## src/rtl/rom_dl_bridge.sv

```systemverilog
// Bridges the ioctl download byte stream into the two SDRAM write ports via a small FIFO.
// Optional macro DL_BRIDGE_CHECKSUM_EN adds dl_checksum, a running sum of bytes written out.
module rom_dl_bridge #(
    parameter int unsigned FIFO_AW  = 2,
    parameter logic [24:0] GFX_BASE = 25'h0E000,
    parameter logic [7:0]  DL_INDEX = 8'd0
) (
    input  logic        clk_sys,
    input  logic        res_n,
    input  logic        ioctl_download,
    input  logic [7:0]  ioctl_index,
    input  logic        ioctl_wr,
    input  logic [24:0] ioctl_addr,
    input  logic [7:0]  ioctl_dout,
    output logic        port1_req,
    input  logic        port1_ack,
    output logic [22:0] port1_a,
    output logic [1:0]  port1_ds,
    output logic [15:0] port1_d,
    output logic        port2_req,
    input  logic        port2_ack,
    output logic [22:0] port2_a,
    output logic [1:0]  port2_ds,
    output logic [15:0] port2_d,
    output logic        port_we,
    output logic        rom_loaded,
    output logic        overflow
`ifdef DL_BRIDGE_CHECKSUM_EN
    ,
    output logic [15:0] dl_checksum
`endif
);

    localparam int unsigned DEPTH = 1 << FIFO_AW;

    typedef enum logic [1:0] {StIdle, StIssue, StWait} state_t;

    state_t             state_q, state_d;
    logic               do_latch, do_issue, do_pop, do_push;
    logic               wr_last, dl_last, dl_rise, dl_fall, accept;
    logic               gfx_pend, cur_gfx, got_byte, dl_ended;
    logic [32:0]        fifo_mem [DEPTH];
    logic [FIFO_AW-1:0] wr_ptr, rd_ptr;
    logic [FIFO_AW:0]   fifo_cnt;
    logic               fifo_empty, fifo_full;
    logic [24:0]        head_addr;
    logic [7:0]         head_data;
    logic [23:0]        rebased;

    assign dl_rise    = ioctl_download & ~dl_last;
    assign dl_fall    = ~ioctl_download & dl_last;
    assign accept     = ioctl_wr & ~wr_last & ioctl_download & (ioctl_index == DL_INDEX);
    assign fifo_empty = (fifo_cnt == '0);
    assign fifo_full  = (fifo_cnt == (FIFO_AW+1)'(DEPTH));
    // A pop in the same cycle frees the slot, so a full FIFO can still take the byte.
    assign do_push    = accept & (~fifo_full | do_pop);
    assign head_addr  = fifo_mem[rd_ptr][32:8];
    assign head_data  = fifo_mem[rd_ptr][7:0];
    // Only the low 24 bits of the rebased address reach the port.
    assign rebased    = head_addr[23:0] - GFX_BASE[23:0];
    assign port_we    = (state_q != StIdle) | ~fifo_empty;

    always_comb begin
        state_d  = state_q;
        do_latch = 1'b0;
        do_issue = 1'b0;
        do_pop   = 1'b0;
        unique case (state_q)
            StIdle: begin
                if (!fifo_empty) begin
                    do_latch = 1'b1;
                    state_d  = StIssue;
                end
            end
            StIssue: begin
                do_issue = 1'b1;
                state_d  = StWait;
            end
            StWait: begin
                if ((port1_req == port1_ack) && (!gfx_pend || (port2_req == port2_ack))) begin
                    do_pop  = 1'b1;
                    state_d = StIdle;
                end
            end
            default: state_d = StIdle;
        endcase
    end

    always_ff @(posedge clk_sys or negedge res_n) begin
        if (!res_n) begin
            state_q   <= StIdle;
            port1_req <= 1'b0;
            port1_a   <= '0;
            port1_ds  <= '0;
            port1_d   <= '0;
            port2_req <= 1'b0;
            port2_a   <= '0;
            port2_ds  <= '0;
            port2_d   <= '0;
            gfx_pend  <= 1'b0;
            cur_gfx   <= 1'b0;
        end else begin
            state_q <= state_d;
            if (do_latch) begin
                port1_a  <= head_addr[23:1];
                port1_ds <= {head_addr[0], ~head_addr[0]};
                port1_d  <= {head_data, head_data};
                port2_a  <= rebased[23:1];
                port2_ds <= {rebased[0], ~rebased[0]};
                port2_d  <= {head_data, head_data};
                cur_gfx  <= (head_addr >= GFX_BASE);
            end
            if (do_issue) begin
                port1_req <= ~port1_req;
                if (cur_gfx) begin
                    port2_req <= ~port2_req;
                    gfx_pend  <= 1'b1;
                end
            end
            if (do_pop) gfx_pend <= 1'b0;
        end
    end

    always_ff @(posedge clk_sys) begin
        if (do_push) fifo_mem[wr_ptr] <= {ioctl_addr, ioctl_dout};
    end

    always_ff @(posedge clk_sys or negedge res_n) begin
        if (!res_n) begin
            wr_ptr   <= '0;
            rd_ptr   <= '0;
            fifo_cnt <= '0;
        end else begin
            if (do_push) wr_ptr <= wr_ptr + 1'b1;
            if (do_pop)  rd_ptr <= rd_ptr + 1'b1;
            if (do_push && !do_pop)      fifo_cnt <= fifo_cnt + 1'b1;
            else if (!do_push && do_pop) fifo_cnt <= fifo_cnt - 1'b1;
        end
    end

    always_ff @(posedge clk_sys or negedge res_n) begin
        if (!res_n) begin
            wr_last    <= 1'b0;
            dl_last    <= 1'b0;
            overflow   <= 1'b0;
            got_byte   <= 1'b0;
            dl_ended   <= 1'b0;
            rom_loaded <= 1'b0;
        end else begin
            wr_last  <= ioctl_wr;
            dl_last  <= ioctl_download;
            got_byte <= (dl_rise ? 1'b0 : got_byte) | accept;
            if (accept && fifo_full && !do_pop) overflow <= 1'b1;
            else if (dl_rise)                   overflow <= 1'b0;
            if (dl_rise)                  dl_ended <= 1'b0;
            else if (dl_fall && got_byte) dl_ended <= 1'b1;
            if (dl_rise) rom_loaded <= 1'b0;
            else if (dl_ended && fifo_empty && state_q == StIdle) rom_loaded <= 1'b1;
        end
    end

`ifdef DL_BRIDGE_CHECKSUM_EN
    logic [15:0] csum_q;

    always_ff @(posedge clk_sys or negedge res_n) begin
        if (!res_n)      csum_q <= '0;
        else if (dl_rise) csum_q <= '0;
        else if (do_pop)  csum_q <= csum_q + {8'd0, port1_d[7:0]};
    end

    assign dl_checksum = csum_q;
`endif

endmodule
```

## config.mk

```make
export PLATFORM = sky130hd
export DESIGN_NAME = rom_dl_bridge
export DESIGN_NICKNAME = d
export VERILOG_FILES = /design/src/rtl/rom_dl_bridge.sv
export SDC_FILE = /design/constraint.sdc
export NUM_CORES = 1
export LEC_CHECK = 0
export CELL_PAD_IN_SITES_DETAIL_PLACEMENT = 1
export CELL_PAD_IN_SITES_GLOBAL_PLACEMENT = 1
export CORE_MARGIN = 1.5
export CORE_UTILIZATION = 44
export CTS_CLUSTER_SIZE = 30
export DETAILED_ROUTE_END_ITERATION = 10
export HOLD_SLACK_MARGIN = 0.02
export PLACE_DENSITY = 0.81
export SYNTH_ARGS = -nofsm -noshare
export SYNTH_HDL_FRONTEND = slang
export SYNTH_SLANG_ARGS = --single-unit
export TNS_END_PERCENT = 10
```

## constraint.sdc

```tcl
create_clock -name clk_sys -period 3.3 [get_ports clk_sys]
set_input_delay 0.66 -clock clk_sys [delete_from_list [all_inputs] [get_ports clk_sys]]
set_output_delay 0.66 -clock clk_sys [all_outputs]
set_load 0.01 [all_outputs]
```

==> results of run 1 <==
[power breakdown]
part	internal (mW)	leakage (nW)	switching [mW]
clock network	1.08	0.289	0.975
registers	2.98	1.95	0.370
logic	1.65	1.38	1.53
total	5.71	3.61	2.87
[stage by stage]
step,instance area (µm²),utilization (%)
after floorplan,7760,-
after global placement,9120,52.9
after detailed placement,9120,52.9
after CTS,9710,56.3
after global routing,9710,56.3
final,9710,56.3
[metal layers]
layer / wire length [µm] / GRT usage (%) / share of wire [%] / up-vias
met1: 7120 / 25.0 / 42 / 2257
met3: 806 / 5.27 / 4.7 / 12
met5: 0 / 0 / 0 / -
li1: - / - / - / 1983
met2: 8930 / 34.0 / 53 / 134
met4: 145 / 5.02 / 0.85 / 0
[layout by cell type (no fill, tap or decap), types with 6 or more instances in the layout]
cell type	n
clkdlybuf4s50_1	132
xor2_1	6
mux4_2	33
inv_6	7
dfrtp_1	61
nand2_1	105
a21oi_1	6
xnor2_1	8
ha_1	6
clkbuf_16	17
nor2_1	9
o21ai_1	7
nand3_1	6
edfxtp_1	132
buf_4	15
[cells in the mapped netlist (5+ instances only)]
cell / instances / area share [%]
dfrtp_1: 63 / 20
inv_1: 5 / 0.24
nand2_1: 106 / 5.1
nor2_1: 9 / 0.44
o21ai_1: 7 / 0.45
a21oi_1: 6 / 0.39
edfxtp_1: 132 / 51
clkbuf_1: 12 / 0.58
and2_1: 5 / 0.40
mux4_2: 33 / 9.6
buf_4: 38 / 3.7
nand3_1: 6 / 0.39
ha_1: 6 / 0.97
xor2_1: 6 / 0.68
xnor2_1: 8 / 0.90
[how the worst min path moves through the flow]
stage / from / end / slack, ns / cells after the start
6_report: res_n / port1_a[18] / 0.34 / 1
5_1_grt: res_n / port1_a[16] / 0.39 / 1
4_1_cts: res_n / port1_a[18] / 0.36 / 1
3_5_place_dp: port1_a[14] / port1_a[14] / 0.46 / 2
3_3_place_gp: port1_a[12] / port1_a[12] / 0.46 / 2
2_1_floorplan: res_n / cur_gfx / 0.36 / 0
[worst register-to-register path: stages (launching register included)]
cell	delay, ns
dfrtp_2	0.73
mux4_2	0.46
or4_1	0.71
or4_1	0.58
nand3_1	0.10
[logic make-up (layout without fill, tap and decap cells)]
kind of cell | after synthesis | after routing | synth area share [%]
buffers and inverters | 63 | 185 | 5.01
AND/OR/NAND/NOR | 146 | 146 | 8.11
AO/OA/AOI/OAI | 33 | 33 | 2.81
adder cells (fa/ha/maj) | 7 | 7 | 1.23
XOR/XNOR | 14 | 14 | 1.58
multiplexers | 35 | 35 | 9.87
flip-flops | 195 | 195 | 71.4
[cell type report]
class | count | area share, %
sequential | 195 | 57.1
multi-input combinational | 235 | 18.9
timing repair buffer | 147 | 14.8
clock buffer | 17 | 4.38
tap | 225 | 2.90
clock inverter | 15 | 1.68
inverter | 6 | 0.232
[registers in the layout, summed over array words and instances (netlist names)]
signal	cells
port1_req	1
dl_last	1
wr_last	1
cur_gfx	1
state_q	2
rom_loaded	1
port2_a	11
dl_ended	1
fifo_mem	132
fifo_cnt	3
port2_req	1
overflow	1
gfx_pend	1
port2_d	8
rd_ptr	2
wr_ptr	2
port1_a	23
port1_ds	2
got_byte	1
==> flow_metrics.tcl, run 1 <==
set metrics [dict create \
    status "finished, final reports clean" \
    worst_r2r_startpoint "rd_ptr[1]" \
    criticalPathCategory "in2reg" \
    fin_ws_ns 0.428 \
    drtAntennaViolNets 0 \
    initial_utilization_pct 45.0 \
    io_pins 134 \
    report.final.slew_viol_count 0 \
    setup_tns_ns 0 \
    max_freq_mhz 348 \
    cts_buffer_depth 2 \
    drt-total-wl_um 17000 \
    worst_pin_slew_ns 0.847 \
    numClockSinks 195 \
    die_area_um2 18400 \
    slew_headroom_pct 43.6 \
    ir_worst_vdd_mv 0.385 \
    final_cells 840 \
    path_depth 10 \
    regArea_um2 5540 \
    finalHoldViolations 0 \
    viasPerCell 5.22 \
    cpMostUsedCell "xor2_1" \
    slowest_delay_ns 0.43 \
    hold_class "in2async" \
    route.detailed.drc 0 \
    end_kind "flip-flop" \
    synth_area_um2 7760 \
    synth_seq_cells 195 \
    cts_max_level 4 \
    rr_endpoint "port2_a[20]" \
    clk_pin_slew_ns 0.07 \
    worstPathCellList "clkdlybuf4s50_1 > xor2_1 > a211o_1 > a31oi_1 > ha_1 > inv_1 > fa_1 > xor2_1 > nor2_1 > xor2_1" \
    timing.critical_path.from "port2_ack" \
    rr_worst_depth 4 \
    power_mw 8.58 \
    syn_inst 493 \
    drive_gt1_share_pct 14.6 \
    grt_pass1_vias 4726 \
    multi_input_area_um2 1840 \
    dp.cells 808 \
    routedWlPerCell_um 20.2 \
    leakage_nw 3.61 \
    place_ws_ns 0.00867 \
    slowest_stage "clkdlybuf4s50_1" \
    cts_root_buf "clkbuf_16" \
    gp_congestion 0.723 \
    grt_pass1_wl_um 26700 \
    finalCriticalPeriod_ns 2.87 \
    critical-path-top-delay-family "compound AO/OA/AOI/OAI gates" \
    rsz0062_at_grt "false" \
    cts_buffers 17 \
    period_share_pct 87.0 \
    insertedDiodeCount 0 \
    path_buf_inv 2 \
    cp-start-kind "input pin" \
    cts_tree "done" \
    row_count 48 \
    antenna_found_initial 0 \
    cts_hold_buf 0 \
    synthArstFlopShare_pct 32.3 \
    yosysUniqueCellTypes 43 \
    fp.dieW_um 136 \
    hold_slack_ns 0.338 \
    grt_overflow 0 \
    grt_max_degree 64 \
    ff2ff_setup_slack_ns 0.65 \
    crit_arrival_ns 3.22 \
    dp_hpwl_um 11500 \
    setup_viol 0 \
    nFillCells 1633 \
    ys_warn_count 0 \
    initialDrtViolationCount 227 \
    synth_edf_count 132 \
    die_y_um 136 \
    drt-pass1-iter-count 4 \
    crit_required_ns 3.65 \
    post_cts_buffers 0 \
    grtUsageTotal_pct 19.8 \
    synth_nets 547 \
    worst-path-max-fanout 5 \
    cts_resized 0 \
    clock-skew-final_ns 0.0154 \
    coreArea_um2 17200 \
    yosysSeqAreaShare_pct 71.4 \
    layout.nets 656 \
    endpoint "fifo_cnt[2]" \
    synth-main-ff-cell "edfxtp_1" \
    powerDensity_nw_per_um2 884 \
    maxCapViolCount 0 \
    syn_area_per_cell_um2 15.7 \
    io_buffer_count 133 \
    vias 4386 \
    clk_latency_ns 0.44 \
    area_growth_syn_to_layout_pct 25.1 \
]
Note: power is estimated with default switching activity, not from simulation.
==> run 2, diff against run 1 <==
- RECOVER_POWER: unset -> 100
- SETUP_SLACK_MARGIN: unset -> 0.5
==> run 2 against run 1 <==
The flow now finishes with violations (max-capacitance violations, max-slew violations). Cell area increased by 0.37%. Sequential share of layout area decreased by 0.23 points. First-iteration DRC count decreased by 0.88%. Critical path depth decreased by 3. Clock skew increased by 0.0063 ns. Cell count increased by 0.24%. Utilization increased by 0.21 points. Via count increased by 0.80%. Clock power increased by 2%. Largest cell class unchanged. Largest power group unchanged.
==> flow_metrics.tcl, run 2 (synthesis gave the netlist of run 1 again) <==
set metrics [dict create \
    status "complete, but fails checks" \
    violations "max-capacitance violations, max-slew violations" \
    numClockSinks 195 \
    power_mw 8.38 \
    critical-path-top-delay-family "buffers and inverters" \
    grt_pass1_wl_um 26400 \
    leakage_nw 3.71 \
    criticalPathCategory "in2reg" \
    io_buffer_count 133 \
    end_kind "flip-flop" \
    maxCapViolCount 1 \
    met1_length_um 7080 \
    report.final.slew_viol_count 64 \
    crit_arrival_ns 3.11 \
    worstPathCellList "dlygate4sd3_1 > xor2_1 > a211o_1 > a31oi_1 > clkbuf_1 > and2_0 > clkbuf_2" \
    grtUsageTotal_pct 19.7 \
    fin_ws_ns 0.300 \
    finalHoldViolations 0 \
    final_area_um2 9740 \
    drive_gt1_share_pct 13.8 \
    area_growth_syn_to_layout_pct 25.6 \
    crit_required_ns 3.41 \
    hold_slack_ns 0.474 \
    clk_latency_ns 0.44 \
    cts_hold_buf 0 \
    wl_met2_um 9040 \
    ir_worst_vdd_mv 0.480 \
    row_count 48 \
    final_common_cell "edfxtp_1" \
    rsz0062_at_grt "true" \
    grt_max_degree 64 \
    slowest_stage "dlygate4sd3_1" \
    grt_pass1_vias 4695 \
    layout.nets 655 \
    top_regs "fifo_mem x132, port1_a x23, port2_a x11" \
    setup_tns_ns 0 \
    place_ws_ns 0.0965 \
    path_buf_inv 3 \
    drt-pass1-iter-count 4 \
    dp_hpwl_um 11300 \
    cts_root_buf "clkbuf_16" \
    dp.cells 807 \
    final_cell_mix "132 x edfxtp_1, 123 x dlygate4sd3_1, 105 x nand2_1, 62 x dfrtp_1, 33 x mux4_2" \
    hold_class "reg2reg" \
    drt-total-wl_um 17100 \
    viasPerCell 5.25 \
    die_y_um 136 \
    route.detailed.drc 0 \
    antenna_found_initial 3 \
    routedWlPerCell_um 20.4 \
    cts_tree "done" \
    finalCriticalPeriod_ns 3.00 \
    initialDrtViolationCount 225 \
    cts_max_level 4 \
    regMostFlops "fifo_mem" \
    worst_pin_slew_ns 1.66 \
    die_area_um2 18400 \
    worst-path-max-fanout 10 \
    drtAntennaViolNets 0 \
    met3_length_um 698 \
    topRoutingLayerUsed "met4" \
    period_share_pct 90.9 \
    cts_buffers 17 \
    largest_reg_flops 132 \
    final_util_pct 56.5 \
    initial_utilization_pct 45.0 \
    coreArea_um2 17200 \
    cp-start-kind "input pin" \
    post_dp_cell_area_um2 9140 \
    clk_pin_slew_ns 0.07 \
    grt_overflow 0 \
    clock-skew-final_ns 0.0217 \
    fp.dieW_um 136 \
    max_freq_mhz 333 \
    vias 4421 \
    cts_buffer_depth 2 \
    gp_congestion 0.750 \
    slew_headroom_pct -10.8 \
    powerDensity_nw_per_um2 860 \
    setup_viol 0 \
    slowest_delay_ns 0.56 \
    final_cells 842 \
    io_pins 134 \
]
## run 2: final cells by class
class | count | area, µm²
clock inverters | 15 | 190
flip-flops and latches | 195 | 5540
clock buffers | 17 | 425
well taps | 225 | 282
fillers | 1597 | 7490
inverters | 6 | 22.5
diodes | 3 | 7.51
multi-input cells | 235 | 1840
repair buffers | 146 | 1440
## run 2: worst paths after layout
check / from / to / slack (ns) / cells after the start
min: port1_a[20] / port1_a[20] / 0.47 / 2
min in group asynchronous: res_n / port1_a[12] / 0.65 / 1
max reg2reg: rd_ptr[0] / port2_a[20] / 0.43 / 4
max in group asynchronous: res_n / rd_ptr[1] / 1.54 / 1
max: port2_ack / fifo_mem[2][8] / 0.30 / 7
min reg2reg: port1_a[20] / port1_a[20] / 0.47 / 2
## run 2: repair_timing
| item | 4_1_cts | 5_1_grt |
|---|---|---|
| resized for setup | 0 | 3 |
| setup buffers | 0 | 0 |
| setup endpoints to repair | 0 | 5 |
## run 2: layer usage
layer,vias up,GRT usage [%]
li1,1995,-
met1,2277,24.0
met2,124,33.8
met3,25,4.68
met4,0,7.95
met5,-,0
## run 2: worst min-delay path, delay by kind of cell, from the launching register on
kind,cells,cell delay [ns]
and+or+nand+nor,2,0.11
DFF,1,0.34
## run 2: report_power, final
part	leakage (nW)	internal, mW	total, mW	switching (mW)
clock network	0.299	1.09	2.10	1.00
logic	1.46	1.45	2.97	1.52
registers	1.95	2.97	3.31	0.341
total	3.71	5.51	8.38	2.86
